===== config.mk =====
export PLATFORM = sky130hd
export DESIGN_NAME = mte_receiver
export DESIGN_NICKNAME = d
export VERILOG_FILES = /design/src/rtl/mte_receiver.sv
export SDC_FILE = /design/constraint.sdc
export NUM_CORES = 2
export LEC_CHECK = 0
export CORE_AREA = 4 4 503 505
export CTS_CLUSTER_DIAMETER = 30
export DETAILED_ROUTE_END_ITERATION = 8
export DIE_AREA = 0 0 507 509
export DONT_BUFFER_PORTS = 1
export GPL_TIMING_DRIVEN = 0
export SLEW_MARGIN = 40
export SYNTH_ARGS = -nofsm -noshare
export SYNTH_HDL_FRONTEND = slang
export SYNTH_SLANG_ARGS = --single-unit

===== constraint.sdc =====
create_clock -name clock -period 104 [get_ports clock]
set_input_delay 15.6 -clock clock [delete_from_list [all_inputs] [get_ports clock]]
set_output_delay 15.6 -clock clock [all_outputs]
set_load 0.05 [all_outputs]

===== src/rtl/mte_receiver.sv =====
// rtl/mte_receiver.sv - MAC-then-Encrypt receive sequencer: deframe, decrypt, re-MAC, check, present
//
// Ports:
//   clock, reset_n              rising-edge clock, asynchronous active-low reset
//   in_valid/in_ready/in_byte   byte-serial ciphertext frame {Enc(data), Enc(MAC)}, MSB byte first
//   dec_req/dec_in/dec_done/dec_out   external decryption engine handshake
//   mac_req/mac_in/mac_done/mac_out   external MAC generation engine handshake
//   out_valid/out_ready         result handshake
//   out_data/out_len            plaintext (0 when rejected) and bytes before the first 0x03
//   valid_key, timeout          MAC match flag, engine watchdog expiry flag
module mte_receiver #(
    parameter int N       = 256,
    parameter int TIMEOUT = 1024
) (
    input  logic                  clock,
    input  logic                  reset_n,
    input  logic                  in_valid,
    output logic                  in_ready,
    input  logic [7:0]            in_byte,
    output logic                  dec_req,
    output logic [N-1:0]          dec_in,
    input  logic                  dec_done,
    input  logic [N-1:0]          dec_out,
    output logic                  mac_req,
    output logic [N-1:0]          mac_in,
    input  logic                  mac_done,
    input  logic [N-1:0]          mac_out,
    output logic                  out_valid,
    input  logic                  out_ready,
    output logic [N-1:0]          out_data,
    output logic [$clog2(N/8):0]  out_len,
    output logic                  valid_key,
    output logic                  timeout
);
    localparam int NB = N / 8;
    localparam int FB = 2 * NB;
    localparam int CW = $clog2(FB);
    localparam int LW = $clog2(NB) + 1;
    localparam int WW = $clog2(TIMEOUT) + 1;

    typedef enum logic [2:0] {
        S_RECV,
        S_DEC_D,
        S_DEC_M,
        S_GEN,
        S_CHECK,
        S_OUT
    } state_t;

    state_t          state;
    state_t          state_nx;
    logic            first_q;   // current cycle is the first one of a wait state
    logic [WW-1:0]   wd_q;
    logic [CW-1:0]   cnt_q;

    // Datapath registers: deliberately not reset, always overwritten before use.
    logic [2*N-1:0]  frame_q;
    logic [N-1:0]    plain_q;
    logic [N-1:0]    rx_mac_q;
    logic [N-1:0]    calc_mac_q;

    logic            accept;
    logic            wait_st;
    logic            done_ok;
    logic            expire;
    logic [LW-1:0]   scan_len;

    assign accept  = (state == S_RECV) && in_valid && in_ready;
    assign wait_st = (state == S_DEC_D) || (state == S_DEC_M) || (state == S_GEN);
    // done is only honoured after the request cycle; a done on the same cycle
    // as watchdog expiry still wins.
    assign done_ok = wait_st && !first_q && ((state == S_GEN) ? mac_done : dec_done);
    assign expire  = wait_st && !done_ok && (wd_q == WW'(TIMEOUT - 1));

    // Index of the first 0x03 byte counted from the MSB; NB when absent.
    always_comb begin
        scan_len = LW'(NB);
        for (int i = NB - 1; i >= 0; i--) begin
            if (plain_q[N-1-8*i -: 8] == 8'h03) begin
                scan_len = LW'(i);
            end
        end
    end

    always_comb begin
        state_nx = state;
        dec_req  = 1'b0;
        mac_req  = 1'b0;
        dec_in   = frame_q[2*N-1:N];
        mac_in   = plain_q;
        case (state)
            S_RECV: begin
                if (accept && (cnt_q == CW'(FB - 1))) begin
                    state_nx = S_DEC_D;
                end
            end
            S_DEC_D: begin
                dec_req = first_q;
                if (done_ok) begin
                    state_nx = S_DEC_M;
                end else if (expire) begin
                    state_nx = S_OUT;
                end
            end
            S_DEC_M: begin
                dec_req = first_q;
                dec_in  = frame_q[N-1:0];
                if (done_ok) begin
                    state_nx = S_GEN;
                end else if (expire) begin
                    state_nx = S_OUT;
                end
            end
            S_GEN: begin
                mac_req = first_q;
                if (done_ok) begin
                    state_nx = S_CHECK;
                end else if (expire) begin
                    state_nx = S_OUT;
                end
            end
            S_CHECK: begin
                state_nx = S_OUT;
            end
            S_OUT: begin
                if (out_ready) begin
                    state_nx = S_RECV;
                end
            end
            default: begin
                state_nx = S_RECV;
            end
        endcase
    end

    always_ff @(posedge clock or negedge reset_n) begin
        if (!reset_n) begin
            state     <= S_RECV;
            first_q   <= 1'b0;
            wd_q      <= '0;
            cnt_q     <= '0;
            in_ready  <= 1'b0;
            out_valid <= 1'b0;
            out_data  <= '0;
            out_len   <= '0;
            valid_key <= 1'b0;
            timeout   <= 1'b0;
        end else begin
            state   <= state_nx;
            first_q <= (state_nx != state) &&
                       ((state_nx == S_DEC_D) || (state_nx == S_DEC_M) || (state_nx == S_GEN));
            if (state_nx != state) begin
                wd_q <= '0;
            end else if (wait_st) begin
                wd_q <= wd_q + 1'b1;
            end
            if (state_nx != S_RECV) begin
                cnt_q <= '0;
            end else if (accept) begin
                cnt_q <= cnt_q + 1'b1;
            end
            in_ready  <= (state_nx == S_RECV);
            out_valid <= (state_nx == S_OUT);
            if (state == S_CHECK) begin
                valid_key <= (rx_mac_q == calc_mac_q);
                timeout   <= 1'b0;
                out_data  <= (rx_mac_q == calc_mac_q) ? plain_q : '0;
                out_len   <= (rx_mac_q == calc_mac_q) ? scan_len : '0;
            end else if (expire) begin
                valid_key <= 1'b0;
                timeout   <= 1'b1;
                out_data  <= '0;
                out_len   <= '0;
            end
        end
    end

    always_ff @(posedge clock) begin
        if (accept) begin
            frame_q <= {frame_q[2*N-9:0], in_byte};
        end
        if (done_ok && (state == S_DEC_D)) begin
            plain_q <= dec_out;
        end
        if (done_ok && (state == S_DEC_M)) begin
            rx_mac_q <= dec_out;
        end
        if (done_ok && (state == S_GEN)) begin
            calc_mac_q <= mac_out;
        end
    end
endmodule


# --- After elaboration in Yosys (flattened, before gate mapping) ---
# Cells that the tools add are included.
totals:
  reg_bits: 1567
  inputBits: 526
  out_inout_bits: 780
  word_cells: 142
classes:
  n_addsub: 2
  n_eq_ne: 45
  n_mux: 57
  n_reduce_logical: 24
op_table:
  columns: ["operator", "n"]
  rows:
  - ["$mux W256", 4]
  - ["$eq A256 B256 Y1", 1]
  - ["$eq A8 B2 Y1 const B", 32]
  - ["$mux W6", 37]
  - ["$mux W11", 2]
  - ["$mux W3", 6]
  - ["$pmux W3 S6", 1]
  - ["$eq A3 B2 Y1 const B", 4]
  - ["$add A11 B1 Y11 const B", 1]
  - ["$eq A11 B10 Y1 const B", 1]
  - ["$logic_and A1 B1 Y1", 11]
  - ["$eq A3 B3 Y1 const B", 3]
  - ["$mux W1", 7]
  - ["$add A6 B1 Y6 const B", 1]
  - ["$eq A3 B1 Y1 const B", 2]
  - ["$eq A6 B6 Y1 const B", 1]
  - ["$logic_not A3 Y1", 2]
  - ["$reduce_bool A2 Y1", 3]
  - ["$logic_or A1 B1 Y1", 4]
  - ["$ne A3 B3 Y1", 1]
  - ["$reduce_bool A3 Y1", 1]
  - ["$logic_not A1 Y1", 2]
  - ["$reduce_or A2 Y1", 1]

# --- Longest topological paths before layout ---
depth:
  word_depth: 35
  mapped_depth: 10
  ltp_nobuf: 8

# --- Worst setup path before layout ---
# OpenSTA, ideal clock, no wires.
synth_timing:
  kind: "input to register"
  from: "in in_valid"
  to: "reg cnt_q[5]"
  setup_ps: 78
  arrival_time_ps: 55273
  required_ps: 103922
  setup_slack_ps: 48649
  path_stages: 5
  cell_sequence: "nand2_1 -> nor3_1 -> nand4_1 -> or3_1 -> a21oi_1"
synth_via:
  elab_chain_len: 7
synth_rtl:
  columns: ["element", "line_no", "source"]
  rows:
  - ["start: declaration", "17", "input logic in_valid,"]
  - ["$logic_and A1 B1 Y1 (*) (2 in series)", "68", "assign accept = (state == S_RECV) && in_valid && in_ready;"]
  - ["net accept", "62", "logic accept;"]
  - ["$logic_and A1 B1 Y1", "93", "if (accept && (cnt_q == CW'(FB - 1))) begin"]
  - ["$mux W3", "93", null]
  - ["$pmux W3 S6", "91", "case (state)"]
  - ["$reduce_bool A3 Y1", "157", "if (state_nx != S_RECV) begin"]
  - ["$mux W6 or $reduce_bool A2 Y1 (tied branches)", null, null]
  - ["end signal: assignment", "160", "cnt_q <= cnt_q + 1'b1;"]
  - ["end: declaration", "54", "logic [CW-1:0] cnt_q;"]
# The timed path passes the listed nets; every way through them passes the cells marked *.
# A chain may end at the register's enable or synchronous reset.

# --- Final worst setup path ---
layout_timing:
  from: "reg state[1]"
  to: "out dec_in[249]"
layout_via:
  elab_chain_len: 2
layout_rtl:
  columns: ["element", "line_no", "source"]
  rows:
  - ["start: declaration", "50", "state_t state;"]
  - ["start signal: assignment", "149", "state <= state_nx;"]
  - ["$eq A3 B2 Y1", "91", null]
  - ["$mux W256", "91", null]
  - ["end: declaration", "21", "output logic [N-1:0] dec_in,"]
# No other way between the ends.

==> run metrics <==
depth of the CTS H-tree 5; Worst Skew 149 ps; CP required 88400 ps; RSZ-0062 raised after global routing false; wire length per cell 42.4 µm; Hold Buf Count CTS 0; Root Buffer clkbuf_16; largest net degree at the start of global routing 288; total track usage 0.226; share of post-route cells with drive strength above 1 0.327; clk sink count 1567; PwrDens 31.5 mW/mm²; Initial Util 0.226; Reg clk slew, reported paths 40 ps; multi-input combinational cell area 0.0103 mm²; Rows 183; WP buf/inv 4; Setup Viol. Count Final 0; vias in the first global route 32400; I/O Pins 1306; Fmax achieved 51.2 MHz; # DRC 0; Layout fillers 24200; Critical-path top delay cell clkbuf_1; R2R Setup Slk 99010 ps; first-iteration detailed-routing DRC count 3597; most frequent cells in the layout edfxtp_1 (1280), clkbuf_16 (336), a22o_1 (260); Worst setup SP type register; pre-CTS setup slack 84300 ps; Sequential cell area 0.0457 mm²; post-CTS setup repair buffer count 0; Hold Path Class register to register; clock latency on the worst-skew pair 900 ps; grt ovf 0; Longest Clk Path Bufs 4; VDD IR max 0.0201 mV; status finished clean; first-pass GRT wire length 372000 µm; worst endpoint data arrival time 3930 ps; Slowest Stage Delay on Critical Path 670 ps; leakage 26.1 nW; Final Cell Area 0.0755 mm²; Post-synth ARST share 0.183; port bufs 0; vias post-DR 32800; yosys warns 0; P&R area growth vs syn 34.5%; Die ar. 0.258 mm²; Main synth FF type edfxtp_1; Hold Vio Cnt, Final 0; Final Max Slew Viols 0; Largest delay share family, worst path buffers and inverters; Max FO, Critical Path 10; sequential area share after synthesis 0.813; Post-Place Cell Area 0.0638 mm²; Syn Inst Count 2864; Net count, final 4014; routability cong. 0.995; fin crit share 0.188; Yosys cell types 59; Max Cap Violations 0; Post-Layout Cell Count 7167; Avg Vias per Cell 4.58; Post-CTS Resized 0; Critical Path End Type output pin; PnR worst setup slack 84470 ps; clock buffer count from CTS 334; worst slew pin tran 992 ps; CP dominant cell by count clkbuf_1; Placeable Area 0.248 mm²; dpl hpwl 256000 µm; Die Span Y 509 µm; Slew headroom 0.332; syn nets 3392; Post-Synthesis Cell Area 0.0561 mm²; First-pass DRT Iterations 5; WS Path Type register to output pin; commonest non-fill, non-tap cell in the layout edfxtp_1; Die W 507 µm; worst-path cell chain buf_2, inv_1, nor3_2, clkbuf_1, clkbuf_1, mux2_2; Final Critical Period 19530 ps; antenna violations before repair 120; Synth Register Bits 1567; Post-synth EDFFs 1280; final setup TNS 0 ps; antenna-violating nets left 0; final WL 304000 µm; syn_area_per_cell 19.6 µm²; CTS tree done; Placed Cells 6472
-- path summary, 6_finish.rpt --
path	startpoint	endpoint	cells after the start
max	state[1]	dec_in[249]	6
min	frame_q[176]	frame_q[184]	0
max reg2reg	in_ready	frame_q[180]	16
min reg2reg	frame_q[176]	frame_q[184]	0
max in group asynchronous	reset_n	out_data[162]	2
min in group asynchronous	reset_n	out_data[38]	0
-- sequential cells by signal (all words and copies together), names as in the netlist --
register	cells
wd_q	11
mac_in	256
valid_key	1
first_q	1
calc_mac_q	256
out_valid	1
in_ready	1
out_data	256
rx_mac_q	256
out_len	6
frame_q	512
timeout	1
cnt_q	6
state	3
-- routing by layer --
layer	track usage	wire length, µm	up-vias
met5	0	159	-
met2	0.379	147000	2395
met4	0.106	15600	24
met1	0.238	104000	16900
met3	0.111	36600	635
li1	-	-	12800
-- where the power goes --
group | internal, mW | switching, mW
Combinational | 0.103 | 0.322
Sequential | 0.773 | 0.118
Clock | 0.695 | 0.364
-- synth_stat cells (all sizes together) (8+ instances only) --
cell type     n  area, µm²
nand3        14       70.1
xnor2       179       1570
xor2         86        753
a21oi         9       45.0
inv          13       48.8
dfrtp       287       7180
or4          17        131
nand2        53        199
nor4         68        432
nor2         54        210
clkbuf       57        214
nand4        95        594
and3          8       50.1
nor4b         9       78.8
edfxtp     1280      38400
o21ai         8       40.0
a22o        260       2280
mux2        256       2880
buf          34        340
nor3         10       50.1
-- cell type report --
cell class	instances	share of cell area
flip-flops and latches	1567	0.605
clock buffers	383	0.116
repair buffers	286	0.0423
inverters	13	0.000646
clock inverters	228	0.0343
diodes	76	0.00252
well taps	3330	0.0552
plain buffers	91	0.00766
multi-input cells	1193	0.137
-- through the flow --
stage               power (mW)  utilization  hold slack (ps)
finish                    2.38        0.304              366
global route              2.44        0.304              383
global placement          1.38        0.243              423
floorplan                 1.18            -              420
CTS                       2.39        0.303              377
detailed placement        1.33        0.257              427
-- kinds of logic after synthesis --
kind of cell	after synthesis	share of synthesized area
AOI/OAI and AO/OA	309	0.0466
xor gates and xnor gates	265	0.0413
adders and majority gates	2	0.000446
buffers and inverters	104	0.0107
DFF	1567	0.813
muxes	259	0.0519
and+or+nand+nor	358	0.0365
No activity file was read; power rests on OpenSTA's default activity.
